### src/rtl/axon_spike_scheduler_if.sv
// Handshake bundle between the soma-side producer, the axon spike scheduler and the synapse/router consumer.
// SPIKE_COUNT_EN adds the spike_count signal to the bundle.
interface axon_spike_if #(
  parameter int DEPTH = 8,
  parameter int CNT_W = 16
);
  localparam int SLOT_W = (DEPTH > 1) ? $clog2(DEPTH) : 1;
  localparam int PCNT_W = $clog2(DEPTH + 1);

  logic              in_valid;
  logic [15:0]       in_delay;
  logic              in_full;
  logic              out_valid;
  logic              out_ready;
  logic [SLOT_W-1:0] out_slot;
  logic [PCNT_W-1:0] pending_cnt;
  logic              drop;
  logic              overflow;
`ifdef SPIKE_COUNT_EN
  logic [CNT_W-1:0]  spike_count;
`else
  localparam int unused_cnt_w = CNT_W;
`endif

  modport master (
    output in_valid, in_delay, out_ready,
    input  in_full, out_valid, out_slot, pending_cnt, drop, overflow
`ifdef SPIKE_COUNT_EN
    , input spike_count
`endif
  );

  modport slave (
    input  in_valid, in_delay, out_ready,
    output in_full, out_valid, out_slot, pending_cnt, drop, overflow
`ifdef SPIKE_COUNT_EN
    , output spike_count
`endif
  );
endinterface

### src/rtl/axon_spike_scheduler.sv
// Axon delay scheduler: parks each fired spike in a delay slot for its axon delay (in ticks) and
// presents expired spikes lowest-slot-first. Define SPIKE_COUNT_EN to add the delivered-spike counter.
module axon_spike_scheduler #(
  parameter int DEPTH = 8,
  parameter int CNT_W = 16
) (
  input  logic clk,
  input  logic rst,
  input  logic clr,
  input  logic tick,
  axon_spike_if.slave bus
);
  localparam int SLOT_W = (DEPTH > 1) ? $clog2(DEPTH) : 1;
  localparam int PCNT_W = $clog2(DEPTH + 1);

  localparam logic [1:0] S_FREE  = 2'd0;
  localparam logic [1:0] S_WAIT  = 2'd1;
  localparam logic [1:0] S_READY = 2'd2;

  // 8.8 delay -> whole ticks, round half up, saturate at 255.
  function automatic logic [7:0] delay_to_ticks(input logic [8:0] dly_int_half);
    logic [8:0] sum;
    sum = {1'b0, dly_int_half[8:1]} + {8'd0, dly_int_half[0]};
    return sum[8] ? 8'hFF : sum[7:0];
  endfunction

  logic [1:0]        state_q [DEPTH];
  logic [1:0]        state_d [DEPTH];
  logic [7:0]        cnt_q   [DEPTH];
  logic [7:0]        cnt_d   [DEPTH];
  logic              drop_q, drop_d;
  logic              overflow_q, overflow_d;

  logic              free_found, rdy_found;
  logic [SLOT_W-1:0] free_idx, rdy_idx;
  logic [PCNT_W-1:0] pend;
  logic [7:0]        in_ticks;
  logic              accept;
  logic              unused_frac;

  assign unused_frac = ^bus.in_delay[6:0];
  assign in_ticks    = delay_to_ticks(bus.in_delay[15:7]);

  // Scanning from the top down leaves the lowest matching index in the result.
  always_comb begin
    free_found = 1'b0;
    free_idx   = '0;
    rdy_found  = 1'b0;
    rdy_idx    = '0;
    pend       = '0;
    for (int i = DEPTH - 1; i >= 0; i--) begin
      if (state_q[i] == S_FREE) begin
        free_found = 1'b1;
        free_idx   = SLOT_W'(i);
      end
      if (state_q[i] == S_READY) begin
        rdy_found = 1'b1;
        rdy_idx   = SLOT_W'(i);
      end
      if (state_q[i] != S_FREE) pend = pend + PCNT_W'(1);
    end
  end

  assign accept = rdy_found & bus.out_ready;

  // Tick, handshake and allocation each only ever touch WAIT, READY and FREE slots respectively.
  always_comb begin
    state_d    = state_q;
    cnt_d      = cnt_q;
    drop_d     = 1'b0;
    overflow_d = overflow_q;
    if (clr) begin
      for (int i = 0; i < DEPTH; i++) state_d[i] = S_FREE;
      overflow_d = 1'b0;
    end else begin
      if (tick) begin
        for (int i = 0; i < DEPTH; i++) begin
          if (state_q[i] == S_WAIT) begin
            cnt_d[i] = cnt_q[i] - 8'd1;
            if (cnt_q[i] == 8'd1) state_d[i] = S_READY;
          end
        end
      end
      if (accept) state_d[rdy_idx] = S_FREE;
      if (bus.in_valid) begin
        if (free_found) begin
          state_d[free_idx] = (in_ticks == 8'd0) ? S_READY : S_WAIT;
          cnt_d[free_idx]   = in_ticks;
        end else begin
          drop_d     = 1'b1;
          overflow_d = 1'b1;
        end
      end
    end
  end

  always_ff @(posedge clk or negedge rst) begin
    if (!rst) begin
      state_q    <= '{default: S_FREE};
      drop_q     <= 1'b0;
      overflow_q <= 1'b0;
    end else begin
      state_q    <= state_d;
      drop_q     <= drop_d;
      overflow_q <= overflow_d;
    end
  end

  // Countdown values are only meaningful while a slot is WAIT, so they carry no reset.
  always_ff @(posedge clk) begin
    cnt_q <= cnt_d;
  end

`ifdef SPIKE_COUNT_EN
  logic [CNT_W-1:0] spike_count_q, spike_count_d;

  always_comb begin
    spike_count_d = spike_count_q;
    if (clr)         spike_count_d = '0;
    else if (accept) spike_count_d = spike_count_q + CNT_W'(1);
  end

  always_ff @(posedge clk or negedge rst) begin
    if (!rst) spike_count_q <= '0;
    else      spike_count_q <= spike_count_d;
  end

  assign bus.spike_count = spike_count_q;
`else
  localparam int unused_cnt_w = CNT_W;
`endif

  assign bus.in_full     = ~free_found;
  assign bus.out_valid   = rdy_found;
  assign bus.out_slot    = rdy_idx;
  assign bus.pending_cnt = pend;
  assign bus.drop        = drop_q;
  assign bus.overflow    = overflow_q;
endmodule

### src/flat_wrapper.sv
// flat-port wrapper written by rule: the top's interface ports become plain ports
module axon_spike_scheduler_flat 
#(
  parameter int DEPTH = 8,
  parameter int CNT_W = 16
)
  (clk, rst, clr, tick, bus_in_valid, bus_in_delay, bus_out_ready, bus_in_full, bus_out_valid, bus_out_slot, bus_pending_cnt, bus_drop, bus_overflow);
  axon_spike_if #(.DEPTH(DEPTH), .CNT_W(CNT_W)) bus_i ();
  input  logic clk;
  input  logic rst;
  input  logic clr;
  input  logic tick;
  input wire logic [$bits(bus_i.in_valid)-1:0] bus_in_valid;
  input wire logic [$bits(bus_i.in_delay)-1:0] bus_in_delay;
  input wire logic [$bits(bus_i.out_ready)-1:0] bus_out_ready;
  output wire logic [$bits(bus_i.in_full)-1:0] bus_in_full;
  output wire logic [$bits(bus_i.out_valid)-1:0] bus_out_valid;
  output wire logic [$bits(bus_i.out_slot)-1:0] bus_out_slot;
  output wire logic [$bits(bus_i.pending_cnt)-1:0] bus_pending_cnt;
  output wire logic [$bits(bus_i.drop)-1:0] bus_drop;
  output wire logic [$bits(bus_i.overflow)-1:0] bus_overflow;
  assign bus_i.in_valid = bus_in_valid;
  assign bus_i.in_delay = bus_in_delay;
  assign bus_i.out_ready = bus_out_ready;
  assign bus_in_full = bus_i.in_full;
  assign bus_out_valid = bus_i.out_valid;
  assign bus_out_slot = bus_i.out_slot;
  assign bus_pending_cnt = bus_i.pending_cnt;
  assign bus_drop = bus_i.drop;
  assign bus_overflow = bus_i.overflow;
  axon_spike_scheduler #(.DEPTH(DEPTH), .CNT_W(CNT_W)) u_core (.clk(clk), .rst(rst), .clr(clr), .tick(tick), .bus(bus_i));
endmodule
### config.mk
export PLATFORM = sky130hd
export DESIGN_NAME = axon_spike_scheduler_flat
export DESIGN_NICKNAME = d
export VERILOG_FILES = /design/src/rtl/axon_spike_scheduler_if.sv /design/src/rtl/axon_spike_scheduler.sv /design/src/flat_wrapper.sv
export SDC_FILE = /design/constraint.sdc
export NUM_CORES = 1
export LEC_CHECK = 0
export CORE_ASPECT_RATIO = 0.7
export CORE_MARGIN = 2
export CORE_UTILIZATION = 65
export DETAILED_ROUTE_END_ITERATION = 10
export DONT_BUFFER_PORTS = 1
export PLACE_DENSITY = 0.86
export SYNTH_ARGS = -nofsm -noshare
export SYNTH_HDL_FRONTEND = slang
export SYNTH_SLANG_ARGS = --single-unit
### constraint.sdc
create_clock -name clk -period 6.9 [get_ports clk]
set_input_delay 1.38 -clock clk [delete_from_list [all_inputs] [get_ports clk]]
set_output_delay 1.38 -clock clk [all_outputs]
set_load 0.01 [all_outputs]
Yosys cells after proc, flatten, opt, wreduce, memory -nomap -nowiden
Index checks and enable logic that the tools add are counted.
{"block": "totals", "regBits": 82, "input_bits": 22, "out_inout_bits": 11, "word_cells": 181}
{"block": "op_classes", "n_addsub": 16, "order_cmp": 4, "n_eq_ne": 25, "muxes": 91, "bitwise_logic": 6, "n_reduce_logical": 21}
{"op": "64-bit 2-to-1 mux", "n": 4}
{"op": "16-bit 2-to-1 mux", "n": 7}
{"op": "8-bit 2-to-1 mux", "n": 10}
{"op": "64-bit bitwise mux", "n": 1}
{"op": "8-bit by 1-bit == test with 1-bit output (second input constant)", "n": 8}
{"op": "8-bit by 1-bit subtractor with 8-bit output (second input constant)", "n": 8}
{"op": "3-bit 2-to-1 mux", "n": 16}
{"op": "2-bit 2-to-1 mux", "n": 19}
{"op": "4-bit 2-to-1 mux", "n": 7}
{"op": "4-bit by 1-bit adder with 4-bit output (second input constant)", "n": 6}
{"op": "8-bit demux with 3-bit select", "n": 1}
{"op": "1-bit 2-to-1 mux", "n": 23}
{"op": "2-bit nonzero test", "n": 9}
{"op": "16-bit bitwise AND", "n": 1}
{"op": "16-bit bitwise mux", "n": 1}
{"op": "2-bit by 1-bit == test with 1-bit output (second input constant)", "n": 8}
{"op": "2-bit == test (second input constant)", "n": 8}
{"op": "2-bit logical NOT", "n": 8}
{"op": "16-bit inverter", "n": 1}
{"op": "2-bit demux with 3-bit select", "n": 2}
{"op": "8-bit by 1-bit adder with 9-bit output", "n": 1}
{"op": "4-bit greater-or-equal comparator (second input constant)", "n": 2}
{"op": "8-bit logical NOT", "n": 1}
{"op": "4-bit by 1-bit < comparator with 1-bit output (second input constant)", "n": 2}
{"op": "other kinds (7)", "n": 9}

Logic depth before layout (Yosys ltp)
Gate-level depths: netlist of run 1.
{"block": "logic_depth", "depth_word": 22, "ltp_mapped": 17}

Least setup slack after synthesis of run 1
Ideal clock, no wire load.
{"block": "synth_path", "path_type": "flip-flop to output port", "from": "reg u_core.state_q[2] (netlist name)", "to": "out bus_pending_cnt[1]", "t_arrival_ns": 3.947, "t_required_ns": 5.520, "path_slack_ns": 1.573, "path_stages_with_launch": 17, "path_cell_list": "dfrtp_1 or2_2 ha_1 clkbuf_1 xnor2_1 inv_1 ha_1 o21bai_1 o211a_1 or3_1 a31oi_2 o21ai_0 ha_1 nor2_1 nor2_1 ha_1 mux2_4"}
{"block": "synth_via", "elab_chain_len": 14}
{"element": "start: declaration", "line": "axon_spike_scheduler.sv:27", "rtl": "logic [1:0] state_q [DEPTH];"}
{"element": "start signal: assignment", "line": "axon_spike_scheduler.sv:103", "rtl": "state_q <= state_d;"}
{"element": "2-bit nonzero test *", "line": "axon_spike_scheduler.sv:60", "rtl": "if (state_q[i] != S_FREE) pend = pend + PCNT_W'(1);"}
{"element": "4-bit 2-to-1 mux *", "line": "axon_spike_scheduler.sv:60"}
{"element": "4-bit by 1-bit adder with 4-bit output", "line": "axon_spike_scheduler.sv:60"}
{"element": "4-bit 2-to-1 mux *", "line": "axon_spike_scheduler.sv:60"}
{"element": "4-bit by 1-bit adder with 4-bit output", "line": "axon_spike_scheduler.sv:60"}
{"element": "4-bit 2-to-1 mux *", "line": "axon_spike_scheduler.sv:60"}
{"element": "4-bit by 1-bit adder with 4-bit output", "line": "axon_spike_scheduler.sv:60"}
{"element": "4-bit 2-to-1 mux *", "line": "axon_spike_scheduler.sv:60"}
{"element": "4-bit by 1-bit adder with 4-bit output", "line": "axon_spike_scheduler.sv:60"}
{"element": "4-bit 2-to-1 mux *", "line": "axon_spike_scheduler.sv:60"}
{"element": "4-bit by 1-bit adder with 4-bit output", "line": "axon_spike_scheduler.sv:60"}
{"element": "4-bit 2-to-1 mux *", "line": "axon_spike_scheduler.sv:60"}
{"element": "4-bit by 1-bit adder with 4-bit output", "line": "axon_spike_scheduler.sv:60"}
{"element": "4-bit 2-to-1 mux *", "line": "axon_spike_scheduler.sv:60"}
{"element": "end: declaration", "line": "flat_wrapper.sv:19", "rtl": "output wire logic [$bits(bus_i.pending_cnt)-1:0] bus_pending_cnt;"}
Mark *: on every way between the ends. The rest lies on a longest branch, timed or not.

Worst setup path after layout of run 1
Same ends and word-level chain as after synthesis.

==> summary.md, run 1 <==
| Metric | Value |
|---|---|
| Worst hold margin | 0.573 ns |
| Clock buffer depth | 2 |
| Synth Area in XOR/XNOR | 0.112 |
| Worst-path clk slew | 0.06 ns |
| Worst setup EP type | output pin |
| Post-synth ARST share | 0.220 |
| Hold-fix buffers at CTS | 0 |
| Critical Path Fanout Max | 11 |
| Filler cells | 691 |
| Avg Cell Area, Syn | 8.95 um2 |
| Post-synth top flop | edfxtp_1 |
| Cell Pwr Density | around 210 nW/um2 |
| Post-CTS sizing | 0 |
| Avg WL per Cell | around 19 um |
| Clk Tree Root Cell | clkbuf_16 |
| Die Height | around 85 um |
| Initial DRC count | 465 |
| Tcrit/Tclk final | 0.888 |
| Net count after synthesis | 730 |
| Final Core Density | 0.706 |
| Clk sinks | 82 |
| Netlist Area Pre-Place | 6090 um2 |
| Final setup TNS | 0 ns |
| YS warnings | 0 |
| CTS Buf Count | 9 |
| Global placement routability congestion | just under 1 |
| Vias | 5088 |
| Starting Density | 0.672 |
| Maximum vdd drop | 0.180 mV |
| Hold wc startpoint | u_core.bus.overflow |
| Core Box Area | between 9000 and 10000 um2 |
| GR Util met1 | 0.397 |
| Post-DP HPWL | 10300 um |
| Maxcap violations | 0 |
| Post-synthesis sequential area ratio | 0.389 |
| H-tree levels | 3 |
| Drt first pass iters | 6 |
| Multiplexer share of the synthesized area | 0.0127 |
| Input/output buffers | 0 |
| Final Net Count | 716 |
| Die area | approximately 10000 um2 |
| Global-route wire length before repair | 24000 um |
| RSZ-0062 raised after global routing | no |
| Worst setup path startpoint | u_core.state_q[2] |
| Synth Area in Adders | 0.0555 |
| Initial antenna violation count | 0 |
| Static Leak | 0.00247 uW |
| Crit Path Class | register to output pin |
| Post-CTS Setup Bufs | 0 |
| Grt total ovfl | 0 |
| Outcome | finished, final reports clean |
| Diodes inserted | 0 |
| Fin worst setup slack | about 0.78 ns |
| Syn Inst Count | ~680 |
| Count of final hold-check violations | 0 |
| Rows | 29 |
| Final Max Tran Viols | 0 |
| Largest net degree at the start of global routing | 70 |
| Worst Hold Class | register to register |
| # placed instances | 780 |
| CTS tree | yes |
| Clk_lat worst skew | 0.34 ns |
| Post-synth EDFFs | 64 |
| GR Layer Usage met2 | 0.489 |
| Synth Area in Compound Gates | 0.159 |
| Crit path DAT | 4.74 ns |
| Post-route DRC | 0 |
| Routed wire length | 14800 um |
| Vias in the first global route | 4932 |
| CP required | 5.52 ns |
| Antenna-violating nets left | 0 |
| Busiest grt layer | met2 |
| Final Skew | 0.00431 ns |
| Area growth syn-to-layout | 5.11% |
| Met3 usage | 0.0598 |
| Fin cells | 796 |
| Fmax | between 0.15 and 0.2 GHz |
| Post-synth cell types | 74 |
| Min Tclk post-route | 6.12 ns |
| Multi-input combinational cell area | around 3500 um2 |
| Reg2reg start | u_core.state_q[2] |
| Die X-Extent | 120 um |
| Worst setup SP type | register |
| I/O pins | 33 |
| Max_slew headroom | 0.230 |
| Vias/cell | 6.39 |
| Post-synthesis simple-gate area fraction | 0.228 |
| Flip-flop and latch area | 2370 um2 |
| Synth Register Bits | just over 80 |
| Setup-failing EPs final | 0 |
| GRT Total Usage | 0.299 |
| Actual slew at the worst max-slew pin | about 1.1 ns |
| Post-place setup slack | ~1.2 ns |
| Layout cells sized above 1 | 0.0804 |
| Main combinational cell family by area after synthesis | simple AND/OR/NAND/NOR gates |
state kept, by name, indices dropped and copies added (netlist names):
register	cells
u_core.bus.overflow	1
u_core.bus.drop	1
u_core.cnt_q	64
u_core.state_q	16
logic make-up after synthesis:
kind of cell | after synthesis
flops | 82
fa+ha+maj | 27
simple gates | 278
buf+inv | 58
mux | 6
xor+xnor | 73
compound gates | 157
metal layers:
metal  vias up  share of wire
li1       2397              -
met1      2381           0.42
met2       263           0.47
met3        47          0.080
met4         0          0.029
met5         -              0
worst max-delay path, cell delays in order, from the launching register on:
cell,delay [ns]
dfrtp_1,0.44
or2_2,0.35
ha_1,0.43
xnor2_1,0.45
inv_1,0.12
ha_1,0.33
o21bai_1,0.19
o211a_1,0.15
or3_1,0.32
a31oi_2,0.33
o21ai_0,0.16
ha_1,0.31
nor2_1,0.15
nor2_1,0.08
ha_1,0.29
mux2_4,0.29
area by class of cell:
| class | count | share of cell area |
|---|---|---|
| multi-input combinational | 541 | 0.539 |
| sequential | 82 | 0.370 |
| clock buffer | 12 | 0.0385 |
| timing repair buffer | 1 | 0.00117 |
| inverter | 32 | 0.0188 |
| tap | 124 | 0.0242 |
| clock inverter | 4 | 0.00801 |
cell usage after synthesis (all sizes together), types with 10 or more instances:
cell type,instances,share of area
a21oi,64,0.053
o21ai,47,0.039
ha,27,0.055
nor3,13,0.011
or2,16,0.016
clkbuf,12,0.0074
nand2,61,0.038
inv,32,0.020
or3,11,0.012
nor4,18,0.020
nand2b,10,0.010
nand3,13,0.011
nor2,101,0.068
xnor2,43,0.066
edfxtp,64,0.32
buf,14,0.017
dfrtp,18,0.074
xor2,29,0.042
placed cells by master, fill, tap and decap left out, types with 5 or more instances in the layout:
master	n
dfrtp_1	18
or2_2	12
nand2b_1	10
a21oi_1	63
edfxtp_1	64
xor2_1	29
nor2_1	94
nand3_1	13
o21ai_1	9
nand2_1	61
clkbuf_16	9
nor2b_1	5
or3_1	10
ha_1	27
xnor2_1	41
o21ai_0	38
nor3_1	13
nor4_1	17
inv_1	30
power by group:
part / switching (uW) / internal (uW)
logic: 141 / 82.9
clock network: 198 / 291
registers: 43.4 / 589
per-stage QoR:
step / area (um2) / power, uW
4_1_cts: 6400 / 1350
6_report: 6400 / 1350
3_5_place_dp: 6110 / 859
3_3_place_gp: 6110 / 843
5_1_grt: 6400 / 1400
2_1_floorplan: 6090 / 806
worst paths after layout:
kind / endpoint / slack (ns) / depth (start not counted)
max in group asynchronous: u_core.state_q[13] / 6.09 / 0
min in group asynchronous: u_core.bus.drop / 0.73 / 0
setup / recovery: bus_pending_cnt[1] / 0.78 / 15
hold reg to reg: u_core.bus.overflow / 0.57 / 2
hold / removal: u_core.bus.overflow / 0.57 / 2
setup reg to reg: u_core.state_q[8] / 4.00 / 8
No activity file was read; power rests on OpenSTA's default activity.
==> inputs of run 2 (changes only) <==
- ABC_CLOCK_PERIOD_IN_PS: unset -> 6900
- SETUP_SLACK_MARGIN: unset -> 0.2
==> results of run 2 <==
Final layout, timing and power as in run 1 (identical DEF).
